`config.mk`:
```
export PLATFORM = sky130hd
export DESIGN_NAME = ccu_ctrl_wr_dispatch
export DESIGN_NICKNAME = d
export VERILOG_FILES = /design/src/rtl/ccu_ctrl_wr_dispatch.sv
export SDC_FILE = /design/constraint.sdc
export NUM_CORES = 1
export LEC_CHECK = 0
export BUFFER_PORTS_ARGS = -buffer_cell sky130_fd_sc_hd__clkbuf_2
export CAP_MARGIN = 40
export CORE_AREA = 3 3 126 128
export DETAILED_ROUTE_END_ITERATION = 8
export DIE_AREA = 0 0 129 131
export GPL_ROUTABILITY_DRIVEN = 1
export GPL_TIMING_DRIVEN = 0
export SLEW_MARGIN = 20
export SYNTH_ARGS = -nofsm -noshare
export SYNTH_HDL_FRONTEND = slang
export SYNTH_SLANG_ARGS = --single-unit
```
`constraint.sdc`:
```
create_clock -name clk_i -period 3.4 [get_ports clk_i]
set_clock_uncertainty 0.2 [all_clocks]
set_input_delay 0.68 -clock clk_i [delete_from_list [all_inputs] [get_ports clk_i]]
set_output_delay 0.68 -clock clk_i [all_outputs]
set_load 0.05 [all_outputs]
```
`src/rtl/ccu_ctrl_wr_dispatch.sv`:
```
// CCU write-path front stage: classifies cached-master writes as snooping, bypass or
// locally answered, and steers AW/W/B so write ordering holds across the three paths.

package ccu_ctrl_wr_dispatch_pkg;

  typedef logic [3:0] acsnoop_t;
  typedef logic [3:0] id_t;

  localparam acsnoop_t AcCleanInvalid = 4'b1001;
  localparam acsnoop_t AcMakeInvalid  = 4'b1101;

  localparam logic [1:0] RespOkay   = 2'b00;
  localparam logic [1:0] RespSlverr = 2'b10;

  typedef struct packed {
    id_t         id;
    logic [31:0] addr;
    logic [7:0]  len;
    logic [2:0]  size;
    logic [1:0]  burst;
  } axi_aw_chan_t;

  typedef struct packed {
    id_t         id;
    logic [31:0] addr;
    logic [7:0]  len;
    logic [2:0]  size;
    logic [1:0]  burst;
    logic [2:0]  snoop;
    logic [1:0]  domain;
    logic [1:0]  bar;
  } ace_aw_chan_t;

  typedef struct packed {
    logic [31:0] data;
    logic [3:0]  strb;
    logic        last;
  } w_chan_t;

  typedef struct packed {
    id_t        id;
    logic [1:0] resp;
  } b_chan_t;

  typedef struct packed {
    ace_aw_chan_t aw;
    logic         aw_valid;
    w_chan_t      w;
    logic         w_valid;
    logic         b_ready;
    logic         ar_valid;
    logic         r_ready;
    logic         wack;
    logic         rack;
  } ace_req_t;

  typedef struct packed {
    logic    aw_ready;
    logic    w_ready;
    b_chan_t b;
    logic    b_valid;
    logic    ar_ready;
    logic    r_valid;
  } ace_resp_t;

  typedef struct packed {
    axi_aw_chan_t aw;
    logic         aw_valid;
    w_chan_t      w;
    logic         w_valid;
    logic         b_ready;
    logic         ar_valid;
    logic         r_ready;
  } axi_req_t;

  typedef struct packed {
    logic    aw_ready;
    logic    w_ready;
    b_chan_t b;
    logic    b_valid;
    logic    ar_ready;
    logic    r_valid;
  } axi_resp_t;

endpackage

module ccu_ctrl_wr_dispatch
  import ccu_ctrl_wr_dispatch_pkg::*;
#(
  parameter int unsigned MaxBypassTxns = 4,
  parameter type slv_req_t  = ace_req_t,
  parameter type slv_resp_t = ace_resp_t,
  parameter type mst_req_t  = axi_req_t,
  parameter type mst_resp_t = axi_resp_t
) (
  input  logic      clk_i,
  input  logic      rst_i,
  input  slv_req_t  slv_req_i,
  output slv_resp_t slv_resp_o,
  output slv_req_t  snp_req_o,
  input  slv_resp_t snp_resp_i,
  output acsnoop_t  snp_trs_o,
  output mst_req_t  byp_req_o,
  input  mst_resp_t byp_resp_i
);

  localparam int unsigned CntW = $clog2(MaxBypassTxns + 1);
  localparam logic [CntW-1:0] MaxCnt = CntW'(MaxBypassTxns);

  typedef enum logic [1:0] {IDLE, SNOOP_ACT, LOCAL_B} state_e;
  typedef enum logic [1:0] {CLS_SNOOP, CLS_BYPASS, CLS_LOCAL} aw_class_e;

  state_e          state_q, state_d;
  logic [CntW-1:0] byp_cnt_q, w_pend_q;
  b_chan_t         lat_b_q;

  aw_class_e  aw_class;
  acsnoop_t   aw_trs;
  logic [1:0] local_resp;
  logic       byp_aw_hs, byp_w_last_hs, byp_b_hs, local_hs;

  // AR/R and the acknowledge wires play no part in the write path.
  logic unused_inputs;
  assign unused_inputs = ^{slv_req_i.ar_valid, slv_req_i.r_ready, slv_req_i.wack,
                           slv_req_i.rack, snp_resp_i.ar_ready, snp_resp_i.r_valid,
                           byp_resp_i.ar_ready, byp_resp_i.r_valid};

  always_comb begin
    aw_class   = CLS_LOCAL;
    aw_trs     = '0;
    local_resp = RespSlverr;
    if (slv_req_i.aw.bar == 2'b00) begin
      if (slv_req_i.aw.domain == 2'b01 || slv_req_i.aw.domain == 2'b10) begin
        case (slv_req_i.aw.snoop)
          3'b000: begin aw_class = CLS_SNOOP; aw_trs = AcCleanInvalid; end
          3'b001: begin aw_class = CLS_SNOOP; aw_trs = AcMakeInvalid;  end
          3'b010, 3'b011, 3'b101: aw_class = CLS_BYPASS;
          3'b100: begin aw_class = CLS_LOCAL; local_resp = RespOkay; end
          default: ;
        endcase
      end else if (slv_req_i.aw.snoop == 3'b000) begin
        aw_class = CLS_BYPASS;
      end
    end
  end

  // NOTE: every output and flag gets a default before the case so no path leaves
  // one unassigned; otherwise synthesis infers latches.
  always_comb begin
    slv_resp_o    = '0;
    snp_req_o     = '0;
    byp_req_o     = '0;
    snp_trs_o     = '0;
    state_d       = state_q;
    byp_aw_hs     = 1'b0;
    byp_w_last_hs = 1'b0;
    byp_b_hs      = 1'b0;
    local_hs      = 1'b0;

    snp_req_o.aw       = slv_req_i.aw;
    snp_req_o.w        = slv_req_i.w;
    byp_req_o.aw.id    = slv_req_i.aw.id;
    byp_req_o.aw.addr  = slv_req_i.aw.addr;
    byp_req_o.aw.len   = slv_req_i.aw.len;
    byp_req_o.aw.size  = slv_req_i.aw.size;
    byp_req_o.aw.burst = slv_req_i.aw.burst;
    byp_req_o.w        = slv_req_i.w;

    // Handshakes are held off while reset is asserted, even on the combinational paths.
    if (!rst_i) begin
      unique case (state_q)
        IDLE: begin
          // SNOOP and LOCAL writes wait for all bypass writes to drain (ordering barrier).
          if (slv_req_i.aw_valid) begin
            unique case (aw_class)
              CLS_BYPASS: if (byp_cnt_q != MaxCnt) begin
                byp_req_o.aw_valid  = 1'b1;
                slv_resp_o.aw_ready = byp_resp_i.aw_ready;
                byp_aw_hs           = byp_resp_i.aw_ready;
              end
              CLS_SNOOP: if (byp_cnt_q == '0) begin
                snp_req_o.aw_valid  = 1'b1;
                snp_trs_o           = aw_trs;
                slv_resp_o.aw_ready = snp_resp_i.aw_ready;
                if (snp_resp_i.aw_ready) state_d = SNOOP_ACT;
              end
              default: if (byp_cnt_q == '0) begin
                slv_resp_o.aw_ready = 1'b1;
                local_hs            = 1'b1;
                state_d             = LOCAL_B;
              end
            endcase
          end
          if (w_pend_q != '0) begin
            byp_req_o.w_valid  = slv_req_i.w_valid;
            slv_resp_o.w_ready = byp_resp_i.w_ready;
            byp_w_last_hs      = slv_req_i.w_valid & byp_resp_i.w_ready & slv_req_i.w.last;
          end
          slv_resp_o.b       = byp_resp_i.b;
          slv_resp_o.b_valid = byp_resp_i.b_valid;
          byp_req_o.b_ready  = slv_req_i.b_ready;
          byp_b_hs           = byp_resp_i.b_valid & slv_req_i.b_ready;
        end
        SNOOP_ACT: begin
          snp_req_o.w_valid  = slv_req_i.w_valid;
          slv_resp_o.w_ready = snp_resp_i.w_ready;
          slv_resp_o.b       = snp_resp_i.b;
          slv_resp_o.b_valid = snp_resp_i.b_valid;
          snp_req_o.b_ready  = slv_req_i.b_ready;
          if (snp_resp_i.b_valid && slv_req_i.b_ready) state_d = IDLE;
        end
        LOCAL_B: begin
          slv_resp_o.b       = lat_b_q;
          slv_resp_o.b_valid = 1'b1;
          if (slv_req_i.b_ready) state_d = IDLE;
        end
        default: state_d = IDLE;
      endcase
    end
  end

  // NOTE: state registers use non-blocking assignments so every flop samples the
  // pre-edge values of its neighbours.
  always_ff @(posedge clk_i or posedge rst_i) begin
    if (rst_i) begin
      state_q   <= IDLE;
      byp_cnt_q <= '0;
      w_pend_q  <= '0;
      lat_b_q   <= '0;
    end else begin
      state_q <= state_d;
      if (byp_aw_hs && !byp_b_hs)      byp_cnt_q <= byp_cnt_q + CntW'(1);
      else if (!byp_aw_hs && byp_b_hs) byp_cnt_q <= byp_cnt_q - CntW'(1);
      if (byp_aw_hs && !byp_w_last_hs)      w_pend_q <= w_pend_q + CntW'(1);
      else if (!byp_aw_hs && byp_w_last_hs) w_pend_q <= w_pend_q - CntW'(1);
      if (local_hs) begin
        lat_b_q.id   <= slv_req_i.aw.id;
        lat_b_q.resp <= local_resp;
      end
    end
  end

endmodule

```
==> reports/qor.csv <==
metric,value,unit
wl_per_cell,11.9,µm
met3_length,916,µm
worst_slack,113,ps
outcome,"complete, no violations",
hold_viol_final,0,
ant_nets,0,
avgViaCountPerCell,3.43,
ys_types,39,
fin_area,0.00401,mm²
wl_met1,3240,µm
p_clk_share,13.9,%
finalCritPeriodShare,96.7,%
syn_avg_cell_area,8.22,µm²
num-nets-final,674,
cp.arrival,2410,ps
drt-total-wl,8720,µm
worstMarginPinSlew,687,ps
grt_pass1_wl,11500,µm
worst-setup-path-type,input pin to output port,
antenna_found_initial,1,
final_max_slew_viol_count,0,
period_minus_slack,3290,ps
grt_start_max_net_pins,15,
setup_violations,0,
syn-instance-count,302,
yosysMostFrequentCell,buf_4,
tritoncts,yes,
power.internal,763,µW
synth_area_leaders,"buf_4 57%, dfrtp_1 13%, mux2_4 3.0%",
ys.flop_type,dfrtp_1,
grt_remaining_overflow,0,
postCtsSetupRepairBufs,0,
p_sw,863,µW
synth_area,0.00248,mm²
relSlewSlack,54.2,%
cp.required,2520,ps
die_area,0.0169,mm²
power_density,406,mW/mm²
cp_max_fo,8,
coreArea,0.0150,mm²
cts_buffers,3,
io_pins,330,
maxCapViolations,0,
die_width,129,µm
hold_buffers,0,
top_layer_used,met5,
n_antenna_cell,0,
clock_sinks,13,
first_pass_iters,4,
synthArstFlopShare,100,%
synth-edff-count,0,
combPwrFrac,68.3,%
crit_path_start_kind,input pin,
insertion_delay,240,ps
place_area,0.00392,mm²
route.met2.wl,4490,µm
drc,0,
fp-row-count,45,
track_usage,8.80,%
seq_area_frac_synth,13.1,%
post-route-util,26.8,%
p_seq_share,17.8,%
p_sw_share,53.1,%
drt_iter0_markers,43,
yosysTopAreaCell,buf_4,
worstHoldPathType,flip-flop to flip-flop,
io_buffer_count,231,
grt_pass1_vias,2214,
p_leak,2.42,nW
start_util,16.6,%
ctsHtreeMaxLevel,1,
cts_root_buf,clkbuf_16,
fmax,0.304,GHz
endpoint_kind,output port,
preCtsSetupSlack,60.7,ps
drive_gt1_share,80.9,%
power,1.63,mW
syn2layout_area_growth,61.5,%
via_count,2516,
rsz0062_at_grt,false,
clockBufferDepth,2,
cts.reportedPaths.clkPinSlew,50,ps
globalplace.congestion,0.723,
synth_common_cells,"189 x buf_4, 16 x nor2_1, 13 x dfrtp_1",
irDropWorstVdd,128,µV
synth_seq_cells,13,
hpwlAfterDp,8030,µm
die_h,131,µm
yosysWarnings,0,
synth_top_area_share,57.2,%
==> layer usage <==
metal	GRT usage (%)	vias to the layer above
met5	0	-
met4	1.67	2
met3	1.95	6
met2	16.1	156
met1	10.6	1093
li1	-	1259
==> registers in the layout, indices dropped and copies added (netlist names) <==
signal,flops
state_q,2
lat_b_q,5
byp_cnt_q,3
w_pend_q,3
==> through the flow <==
step / instances / hold WS [ps] / TNS, ps
final: 733 / 274 / 0
after global routing: 733 / 299 / 0
after CTS: 733 / 274 / 0
after detailed placement: 729 / 268 / 0
after global placement: 729 / 264 / 0
after floorplan: 310 / 243 / -34.2
==> placed cells by master (no fill, tap or decap), types with 2 or more instances in the layout <==
master / synthesis / final
ha_1: 2 / 2
clkbuf_16: 0 / 3
mux2_4: 5 / 5
nand2_1: 4 / 4
buf_4: 189 / 189
or3_1: 2 / 2
inv_1: 4 / 4
mux2i_1: 6 / 6
nor2b_1: 2 / 2
xor2_1: 5 / 5
nor3_1: 4 / 4
conb_1: 1 / 9
nand3_1: 2 / 2
clkbuf_2: 0 / 230
a21oi_1: 10 / 10
clkbuf_1: 2 / 2
nor2_1: 16 / 16
mux2_2: 2 / 2
fa_1: 2 / 2
o21ai_0: 6 / 6
and3_1: 3 / 3
dfrtp_1: 13 / 13
xnor2_1: 3 / 3
==> power by group through the flow <==
stage | Sequential, mW | Clock (mW) | Combinational [mW]
detailed placement | 0.293 | 0 | 1.12
floorplan | 0.276 | 0 | 0.916
finish | 0.289 | 0.226 | 1.11
CTS | 0.291 | 0.234 | 1.12
global placement | 0.292 | 0 | 1.11
global route | 0.304 | 0.242 | 1.19
==> path summary, 6_finish.rpt <==
check                                        start                       end  slack [ps]  cells past startpoint
setup / recovery                     slv_req_i[50]            slv_resp_o[10]         110                      6
hold / removal             w_pend_q[2]$_DFFE_PP0P_   w_pend_q[2]$_DFFE_PP0P_         270                      1
setup reg to reg            state_q[0]$_DFFE_PP0P_  byp_cnt_q[2]$_DFFE_PP0P_         490                     10
hold reg to reg            w_pend_q[2]$_DFFE_PP0P_   w_pend_q[2]$_DFFE_PP0P_         270                      1
max in group asynchronous                    rst_i   w_pend_q[0]$_DFFE_PP0P_        1950                      3
min in group asynchronous                    rst_i    lat_b_q[1]$_DFFE_PP0P_         680                      3
==> critical path, stage by stage <==
cell      delay (ps)
clkbuf_2         150
or4_1            620
or3b_2           470
a21oi_1          160
a41o_1           110
clkbuf_4         220
==> cell families after synthesis <==
group,after synthesis,share of synthesized area (%)
buf+inv,197,58.7
simple gates,47,11.1
compound gates,19,5.09
mux,13,6.35
flops,13,13.1
xor+xnor,8,2.82
fa+ha+maj,4,2.62
other cells,1,0.151
==> what timing repair did <==
item                                   CTS  global route
gates resized for setup                  0             2
setup endpoints to repair                0             1
endpoints found under the hold margin    0             0
==> final cells by class <==
| type | count | area [µm²] |
|---|---|---|
| Tap cell | 188 | 235 |
| Sequential cell | 13 | 325 |
| Clock buffer | 3 | 75.1 |
| Clock inverter | 1 | 5.00 |
| Multi-Input combinational cell | 100 | 751 |
| Inverter | 4 | 15.0 |
| Fill cell | 1673 | 11000 |
| Buffer | 193 | 1440 |
| Timing Repair Buffer | 231 | 1160 |
No activity file was read; power rests on OpenSTA's default activity.
